$ cat src/rtl/key_debounce_multi.sv
// key_debounce_multi
//
// Multi-channel push-button conditioner. Every channel is independent and
// consists of a 2-FF synchroniser, a polarity normaliser, a consecutive-sample
// debounce filter and a small hold FSM that produces press, release,
// long-press and auto-repeat pulses.
//
// Ports
//   clk           system clock
//   reset         synchronous, active-high
//   keys_in       raw asynchronous key pins (N_KEYS)
//   pressed       debounced level, 1 = pressed (registered)
//   press_pulse   1-cycle pulse on accepted press
//   release_pulse 1-cycle pulse on accepted release
//   long_pulse    1-cycle pulse LONG_CYCLES after press_pulse
//   repeat_pulse  1-cycle pulse every REPEAT_CYCLES after long_pulse
//   dbg_state     per-channel FSM state, 2 bits per key
//                 (2'b00 idle, 2'b01 held, 2'b10 repeat)
//
// There are no handshakes: every output is a free-running registered level
// or single-cycle pulse that the consumer samples on clk.

module key_debounce_multi #(
  parameter int N_KEYS          = 4,
  parameter int DEBOUNCE_CYCLES = 1000000,
  parameter int LONG_CYCLES     = 50000000,
  parameter int REPEAT_CYCLES   = 10000000,
  parameter int ACTIVE_LOW      = 1
) (
  input  logic                  clk,
  input  logic                  reset,
  input  logic [N_KEYS-1:0]     keys_in,
  output logic [N_KEYS-1:0]     pressed,
  output logic [N_KEYS-1:0]     press_pulse,
  output logic [N_KEYS-1:0]     release_pulse,
  output logic [N_KEYS-1:0]     long_pulse,
  output logic [N_KEYS-1:0]     repeat_pulse,
  output logic [2*N_KEYS-1:0]   dbg_state
);

  localparam int DW     = $clog2(DEBOUNCE_CYCLES + 1);
  localparam int LW     = $clog2(LONG_CYCLES + 1);
  localparam int RW_RAW = $clog2(REPEAT_CYCLES + 1);
  localparam int RW     = (RW_RAW < 1) ? 1 : RW_RAW;
  // One hold counter serves both the long-press and the repeat interval.
  localparam int HW     = (LW > RW) ? LW : RW;

  localparam logic [DW-1:0] DB_LAST   = DW'(DEBOUNCE_CYCLES - 1);
  localparam logic [HW-1:0] LONG_LAST = HW'(LONG_CYCLES - 1);
  localparam logic [HW-1:0] REP_LAST  = HW'((REPEAT_CYCLES > 0) ? REPEAT_CYCLES - 1 : 0);
  // Pin level of a released key; also the synchroniser reset value.
  localparam logic          PIN_IDLE  = (ACTIVE_LOW != 0);

  typedef enum logic [1:0] {
    S_IDLE   = 2'd0,
    S_HELD   = 2'd1,
    S_REPEAT = 2'd2
  } state_t;

  for (genvar g = 0; g < N_KEYS; g++) begin : g_ch
    logic          r_sync0;
    logic          r_sync1;
    logic          r_stable;
    logic          r_stable_prev;
    logic [DW-1:0] r_db_cnt;
    logic          r_press;
    logic          r_release;
    logic          w_lvl;
    logic          w_db_done;
    logic          w_fall;

    state_t        r_state;
    state_t        w_state_nxt;
    logic [HW-1:0] r_hold_cnt;
    logic [HW-1:0] w_hold_nxt;
    logic          r_long;
    logic          r_repeat;
    logic          w_long_nxt;
    logic          w_repeat_nxt;

    assign w_lvl     = r_sync1 ^ PIN_IDLE;
    // Last of the required consecutive differing samples: stable flips now.
    assign w_db_done = (w_lvl != r_stable) && (r_db_cnt == DB_LAST);
    // A release being accepted on this edge; lets the FSM suppress a
    // long/repeat pulse whose threshold lands on the same edge.
    assign w_fall    = w_db_done && r_stable;

    // Synchroniser, debounce filter and press/release edge detect.
    always_ff @(posedge clk) begin
      if (reset) begin
        r_sync0       <= PIN_IDLE;
        r_sync1       <= PIN_IDLE;
        r_stable      <= 1'b0;
        r_stable_prev <= 1'b0;
        r_db_cnt      <= '0;
        r_press       <= 1'b0;
        r_release     <= 1'b0;
      end else begin
        r_sync0       <= keys_in[g];
        r_sync1       <= r_sync0;
        r_stable_prev <= r_stable;
        r_press       <= r_stable & ~r_stable_prev;
        r_release     <= ~r_stable & r_stable_prev;
        if (w_lvl != r_stable) begin
          if (w_db_done) begin
            r_stable <= w_lvl;
            r_db_cnt <= '0;
          end else begin
            r_db_cnt <= r_db_cnt + 1'b1;
          end
        end else begin
          // Agreement with the accepted level restarts the count.
          r_db_cnt <= '0;
        end
      end
    end

    // Hold FSM state register.
    always_ff @(posedge clk) begin
      if (reset) begin
        r_state    <= S_IDLE;
        r_hold_cnt <= '0;
        r_long     <= 1'b0;
        r_repeat   <= 1'b0;
      end else begin
        r_state    <= w_state_nxt;
        r_hold_cnt <= w_hold_nxt;
        r_long     <= w_long_nxt;
        r_repeat   <= w_repeat_nxt;
      end
    end

    // Hold FSM next state. The FSM enters HELD on the same edge that
    // registers press_pulse, so counting to LONG_CYCLES-1 there places
    // long_pulse exactly LONG_CYCLES cycles after press_pulse.
    always_comb begin
      w_state_nxt  = r_state;
      w_hold_nxt   = r_hold_cnt;
      w_long_nxt   = 1'b0;
      w_repeat_nxt = 1'b0;
      if (!r_stable || w_fall) begin
        w_state_nxt = S_IDLE;
        w_hold_nxt  = '0;
      end else begin
        case (r_state)
          S_IDLE: begin
            w_state_nxt = S_HELD;
            w_hold_nxt  = '0;
          end
          S_HELD: begin
            if (r_hold_cnt == LONG_LAST) begin
              w_long_nxt  = 1'b1;
              w_state_nxt = S_REPEAT;
              w_hold_nxt  = '0;
            end else begin
              w_hold_nxt = r_hold_cnt + 1'b1;
            end
          end
          S_REPEAT: begin
            // With REPEAT_CYCLES = 0 the channel parks here silently.
            if (REPEAT_CYCLES != 0) begin
              if (r_hold_cnt == REP_LAST) begin
                w_repeat_nxt = 1'b1;
                w_hold_nxt   = '0;
              end else begin
                w_hold_nxt = r_hold_cnt + 1'b1;
              end
            end
          end
          default: begin
            w_state_nxt = S_IDLE;
            w_hold_nxt  = '0;
          end
        endcase
      end
    end

    assign pressed[g]            = r_stable;
    assign press_pulse[g]        = r_press;
    assign release_pulse[g]      = r_release;
    assign long_pulse[g]         = r_long;
    assign repeat_pulse[g]       = r_repeat;
    assign dbg_state[2*g +: 2]   = r_state;
  end

endmodule

$ cat config.mk
export PLATFORM = sky130hd
export DESIGN_NAME = key_debounce_multi
export DESIGN_NICKNAME = d
export VERILOG_FILES = /design/src/rtl/key_debounce_multi.sv
export SDC_FILE = /design/constraint.sdc
export NUM_CORES = 1
export LEC_CHECK = 0
export ABC_AREA = 1
export CAP_MARGIN = 20
export CORE_AREA = 4 4 170 172
export CTS_BUF_LIST = sky130_fd_sc_hd__clkbuf_2
export DETAILED_ROUTE_END_ITERATION = 8
export DIE_AREA = 0 0 174 176
export DONT_BUFFER_PORTS = 1
export PLACE_DENSITY = 0.65
export SYNTH_ARGS = -nofsm -noshare
export SYNTH_HDL_FRONTEND = slang
export SYNTH_SLANG_ARGS = --single-unit
$ cat constraint.sdc
create_clock -name clk -period 1.9 [get_ports clk]
set_clock_uncertainty 0.05 [all_clocks]
set_input_delay 0.285 -clock clk [delete_from_list [all_inputs] [get_ports clk]]
set_output_delay 0.285 -clock clk [all_outputs]
set_load 0.02 [all_outputs]
Yosys cells after proc, flatten, opt, wreduce, memory -nomap -nowiden

Cells that the tools add are included.
Widths: inputs -> output; s select.

Divide/modulo/power cells: 0
Multipliers: 0
$add $sub $neg: 8
Reductions and logical operators: 44
Bitwise gates (word level): 32
Shift-type cells: 0
Magnitude comparators: 0
Multiplexer cells: 28
Equal/unequal tests: 28

Operators with widths:

| cell                  | number |
|---|---|
| $mux 26               | 8 |
| $pmux 26 s2           | 4 |
| $add 26x1->26 const B | 4 |
| $eq 26x24->1 const B  | 4 |
| $eq 26x26->1 const B  | 4 |
| $add 20x1->20 const B | 4 |
| $eq 20x20->1 const B  | 4 |
| $reduce_or 3->1       | 12 |
| $not 1->1             | 24 |
| $pmux 2 s3            | 4 |
| $reduce_and 2->1      | 8 |
| $and 1x1->1           | 8 |
| $eq 2x1->1 const B    | 4 |
| $eq 2x2->1 const B    | 4 |
| $logic_and 1x1->1     | 8 |
| $logic_not 2->1       | 4 |
| $mux 1                | 8 |
| $mux 2                | 4 |
| $ne 2x2->1 const B    | 4 |
| $reduce_or 2->1       | 4 |
| $logic_not 1->1       | 4 |
| $logic_or 1x1->1      | 4 |
| $ne 1x1->1            | 4 |

Output and inout port bits: 28
Memories kept: 0
RAM bits: 0
Memory bits (read-only): 0
Register bits: 224
Bits of input ports: 6
Bits in latches: 0

Longest topological paths before layout

Word-level depth: 6
Depth in mapped cells: 11
Gate-level depth less buffers: 11

Worst setup path after synthesis

Ideal clock, no wire load.

Path type: register to register
From: register g_ch[2].r_hold_cnt[0]
To: register g_ch[2].r_hold_cnt[14]
Arrival time: 1448 ps
Setup slack: 284 ps
Stages on the path, launching flop included: 12
Setup time: 119 ps
Path through: dfxtp_1 ha_1 inv_1 nor2_1 nand3_1 nor2_1 nand2_1 nand2_1 nand2_1 nand2_4 buf_12 nor2_2

Longest elaborated chain between the ends: 3
Elaborated cells between the ends (all ways): 6
Those cells by class: add/sub (1); eq/ne (2); mux (3)

RTL lines:

| item                                  | line     | RTL |
|---|---|---|
| start, declared                       | 74       | `logic [HW-1:0] r_hold_cnt;` |
| start signal, assigned                | 127      | `r_hold_cnt <= w_hold_nxt;` |
| $add 26x1->26 (tied with other cells) | 156, 166 |  |
| $mux 26 (on tied branches)            | 162, 151 |  |
| $pmux 26 s2 *                         | 145      | `case (r_state)` |

Every way passes the cells marked *; elsewhere a longest branch is shown, timed or not.
A chain may end at the register's enable or synchronous reset.

Worst setup path after layout

From: register g_ch[1].r_hold_cnt[1]
To: register g_ch[1].r_hold_cnt[21]

Longest elaborated chain between the ends: 3
Elaborated cells between the ends (all ways): 6
Those cells by class: add/sub (1); eq/ne (2); mux (3)

RTL lines:

| item                                  | line |
|---|---|
| start, declared                       | 74 |
| start signal, assigned                | 127 |
| $add 26x1->26 (tied with other cells) | 156, 166 |
| $mux 26 (on tied branches)            | 162, 151 |
| $pmux 26 s2 *                         | 145 |

Marked as above.

==> flow_metrics.py <==
metrics = {
    "run_status": {
        "status": "finished clean",
    },
    "setup_path": {
        "cp.arrival_ps": 2400,
        "worst-path-max-fanout": 12,
        "path_class": "reg -> reg",
        "required_ps": 2550,
        "cp-end-kind": "flop",
        "cp-start-kind": "flop",
    },
    "cts": {
        "cts.sinks": 224,
        "cts_root_buf": "clkbuf_2",
        "clock_latency_ps": 830,
        "htree_levels": 2,
        "tritoncts": "done",
        "path_clk_slew_ps": 90,
        "clockBufferDepth": 3,
        "cts_buffers": 60,
    },
    "global_route": {
        "antenna_found_initial": 2,
        "grt_usage_pct": 16.9,
        "grt_pass1_wl_um": 45300,
        "overflow": 0,
        "grt_pass1_vias": 10200,
        "grt_max_degree": 27,
    },
    "pwr": {
        "combPwrFrac_pct": 0.8,
        "seqPwrFrac_pct": 59.0,
        "p_leak_uw": 0.00442,
        "pwr-share-clk_pct": 40.2,
        "vdd_ir_drop_max_mv": 0.326,
        "netSwitchingPower_uw": 1980,
        "intPower_uw": 6000,
        "powerDensity_nw_per_um2": 614,
        "switching_share_pct": 24.8,
    },
    "placement": {
        "dpl_cell_area_um2": 12300,
        "portBuffers": 0,
        "gp_congestion": 0.932,
        "dp.final_hpwl_um": 19100,
    },
    "timing": {
        "hold_viol_final": 0,
        "min_period_over_period_pct": 91.9,
        "hold_ws_ps": 102,
        "min_period_ps": 1750,
        "fmaxAchievable_mhz": 572,
        "worst_pin_slew_ps": 698,
        "slew_headroom_pct": 53.4,
        "drv_slew": 0,
        "setup_violations": 0,
    },
    "routing": {
        "wire_per_inst_um": 11.9,
        "vias": 10900,
        "wl_um": 26300,
        "ant_nets": 0,
        "drt-vias-per-instance": 4.90,
        "firstDrtPassIters": 5,
        "drt_first_iter_violations": 609,
        "drc": 0,
    },
    "layout": {
        "drive_above_1_share_pct": 13.1,
        "stdcell_area_um2": 13000,
        "fin_nets": 1860,
        "area_growth_pct": 9.66,
        "n_fill_cell": 2851,
    },
    "die": {
        "start_util_pct": 43.1,
        "die_h_um": 176,
        "dieArea_um2": 30600,
        "rows": 61,
        "core_um2": 27500,
        "pin_count": 34,
        "dieWidth_um": 174,
    },
    "synth": {
        "synth.avg_cell_area_um2": 6.72,
        "syn_inst": 1763,
        "ys_seq_elements": 224,
        "ys_types": 38,
        "yosysSeqAreaShare_pct": 37.9,
        "synth_nets": 1790,
        "syn_area_um2": 11800,
        "yosysWarningCount": 0,
    },
    "hold_path": {
        "min_path_type": "in -> reg",
    },
    "run": {
        "cap_violations": 0,
    },
}
-- synth_stat cells, drive strengths merged --
cell type	number	area (um2)
nand3	139	721
or2	26	163
a21oi	46	230
o21ai	31	155
nor3	64	325
nor2	392	1650
nor4	2	12.5
o221ai	2	17.5
o31ai	2	15.0
o21bai	5	37.5
ha	21	263
o211ai	7	52.6
dfxtp	224	4480
buf	38	318
and2	1	6.26
xor2	42	368
nor3b	9	67.6
nand3b	9	67.6
xnor2	16	140
clkbuf	5	20.0
nand4	42	263
clkinv	1	3.75
a31oi	1	6.26
inv	209	785
nand2	429	1670
-- worst max-delay path: stages (launching register included) --
cell and delay [ps]:
dfxtp_1 380, ha_1 200, nand2_1 80, inv_1 80, nand2_1 110, nor2_2 130, nand4_1 160, nand2_1 140
nand2_4 120, nand2_8 150, nor2_1 50
-- power by group through the flow --
stage | registers [uW] | clock network [uW] | logic, uW
after global placement | 4820 | 0 | 46.1
after detailed placement | 4820 | 0 | 46.5
after global routing | 4710 | 3620 | 73.6
after CTS | 4710 | 3410 | 66.5
after floorplan | 4810 | 0 | 33.1
final | 4710 | 3200 | 65.5
-- layout by cell type, fill, tap and decap left out, drive strengths merged --
cell and n:
nand2 432, nor2 392, dfxtp 224, inv 210
nand3 139, clkbuf 80, nor3 64, a21oi 46
nand4 42, xor2 42, buf 39, o21ai 31
or2 26, ha 21, xnor2 16, clkinv 16
nand3b 9, nor3b 9, dlygate4sd3 8, o211ai 7
o21bai 5, o221ai 2, nor4 2, o31ai 2
diode 1, and2 1, a31oi 1, bufinv 1
clkinvlp 1, dlymetal6s4s 1
-- worst paths after layout --
kind / to / slack, ps / depth (start not counted) / start
worst max-delay path: g_ch[1].r_hold_cnt[21]$_SDFF_PP0_ / 150 / 10 / g_ch[1].r_hold_cnt[1]$_SDFF_PP0_
worst min-delay path: g_ch[1].r_release$_SDFF_PP0_ / 100 / 2 / reset
worst max register to register: g_ch[1].r_hold_cnt[21]$_SDFF_PP0_ / 150 / 10 / g_ch[1].r_hold_cnt[1]$_SDFF_PP0_
worst min register to register: g_ch[2].r_sync1$_SDFF_PP1_ / 370 / 1 / g_ch[2].r_sync0$_SDFF_PP1_
-- state kept, by name, indices dropped and copies added, names as in the netlist --
| name | flops |
|---|---|
| g_ch.r_sync1 | 4 |
| g_ch.r_press | 4 |
| g_ch.r_hold_cnt | 104 |
| g_ch.r_db_cnt | 80 |
| g_ch.r_sync0 | 4 |
| g_ch.r_repeat | 4 |
| g_ch.r_stable | 4 |
| g_ch.r_stable_prev | 4 |
| g_ch.r_release | 4 |
| g_ch.r_state | 8 |
| g_ch.r_long | 4 |
-- layer usage --
layer / track usage, % / vias up / share of wire, %
met5: 0 / - / 0.049
met4: 5.18 / 2 / 2.1
met3: 3.25 / 55 / 5.0
met2: 28.6 / 239 / 46
met1: 21.9 / 4862 / 47
li1: - / 5711 / -
-- kinds of logic (layout without fill, tap and decap cells) --
logic type	after synthesis	in the layout	synth area share [%]
AOI/OAI and AO/OA	94	94	4.34
xor gates and xnor gates	58	58	4.29
adders and majority gates	21	21	2.22
buffers and inverters	253	356	9.51
DFF	224	224	37.9
other	0	1	0
and+or+nand+nor	1113	1116	41.8
-- what timing repair did --
item / CTS / global route
pin swaps: 0 / 5
endpoints found under the hold margin: 100 / 0
cloned: 0 / 3
hold buffers: 9 / 0
resized for setup: 1 / 22
buffers inserted: 0 / 1
endpoints found under the setup margin: 1 / 103
-- cell type report --
cell class                      count  area (um2)  share of cell area [%]
Clock inverter                     18        98.8                   0.761
Tap cell                          346         433                    3.33
Clock buffer                       80         400                    3.08
Multi-Input combinational cell   1289        6350                    48.9
Sequential cell                   224        4490                    34.6
Timing Repair Buffer               48         423                    3.26
Antenna cell                        1        2.50                  0.0193
Inverter                          210         788                    6.07
-- per-stage QoR --
stage | worst slack [ps] | total power [uW] | instances | TNS, ps | utilization, %
final | 153 | 7980 | 2216 | 0 | 47.3
after global routing | -14.7 | 8400 | 2216 | -44.4 | 47.3
after CTS | 18.9 | 8190 | 2211 | 0 | 46.8
after detailed placement | 39.1 | 4860 | 2104 | 0 | 44.6
after global placement | 91.5 | 4860 | 2104 | 0 | 44.6
after floorplan | 284 | 4850 | 1763 | 0 | -
No activity file was read; power rests on OpenSTA's default activity.
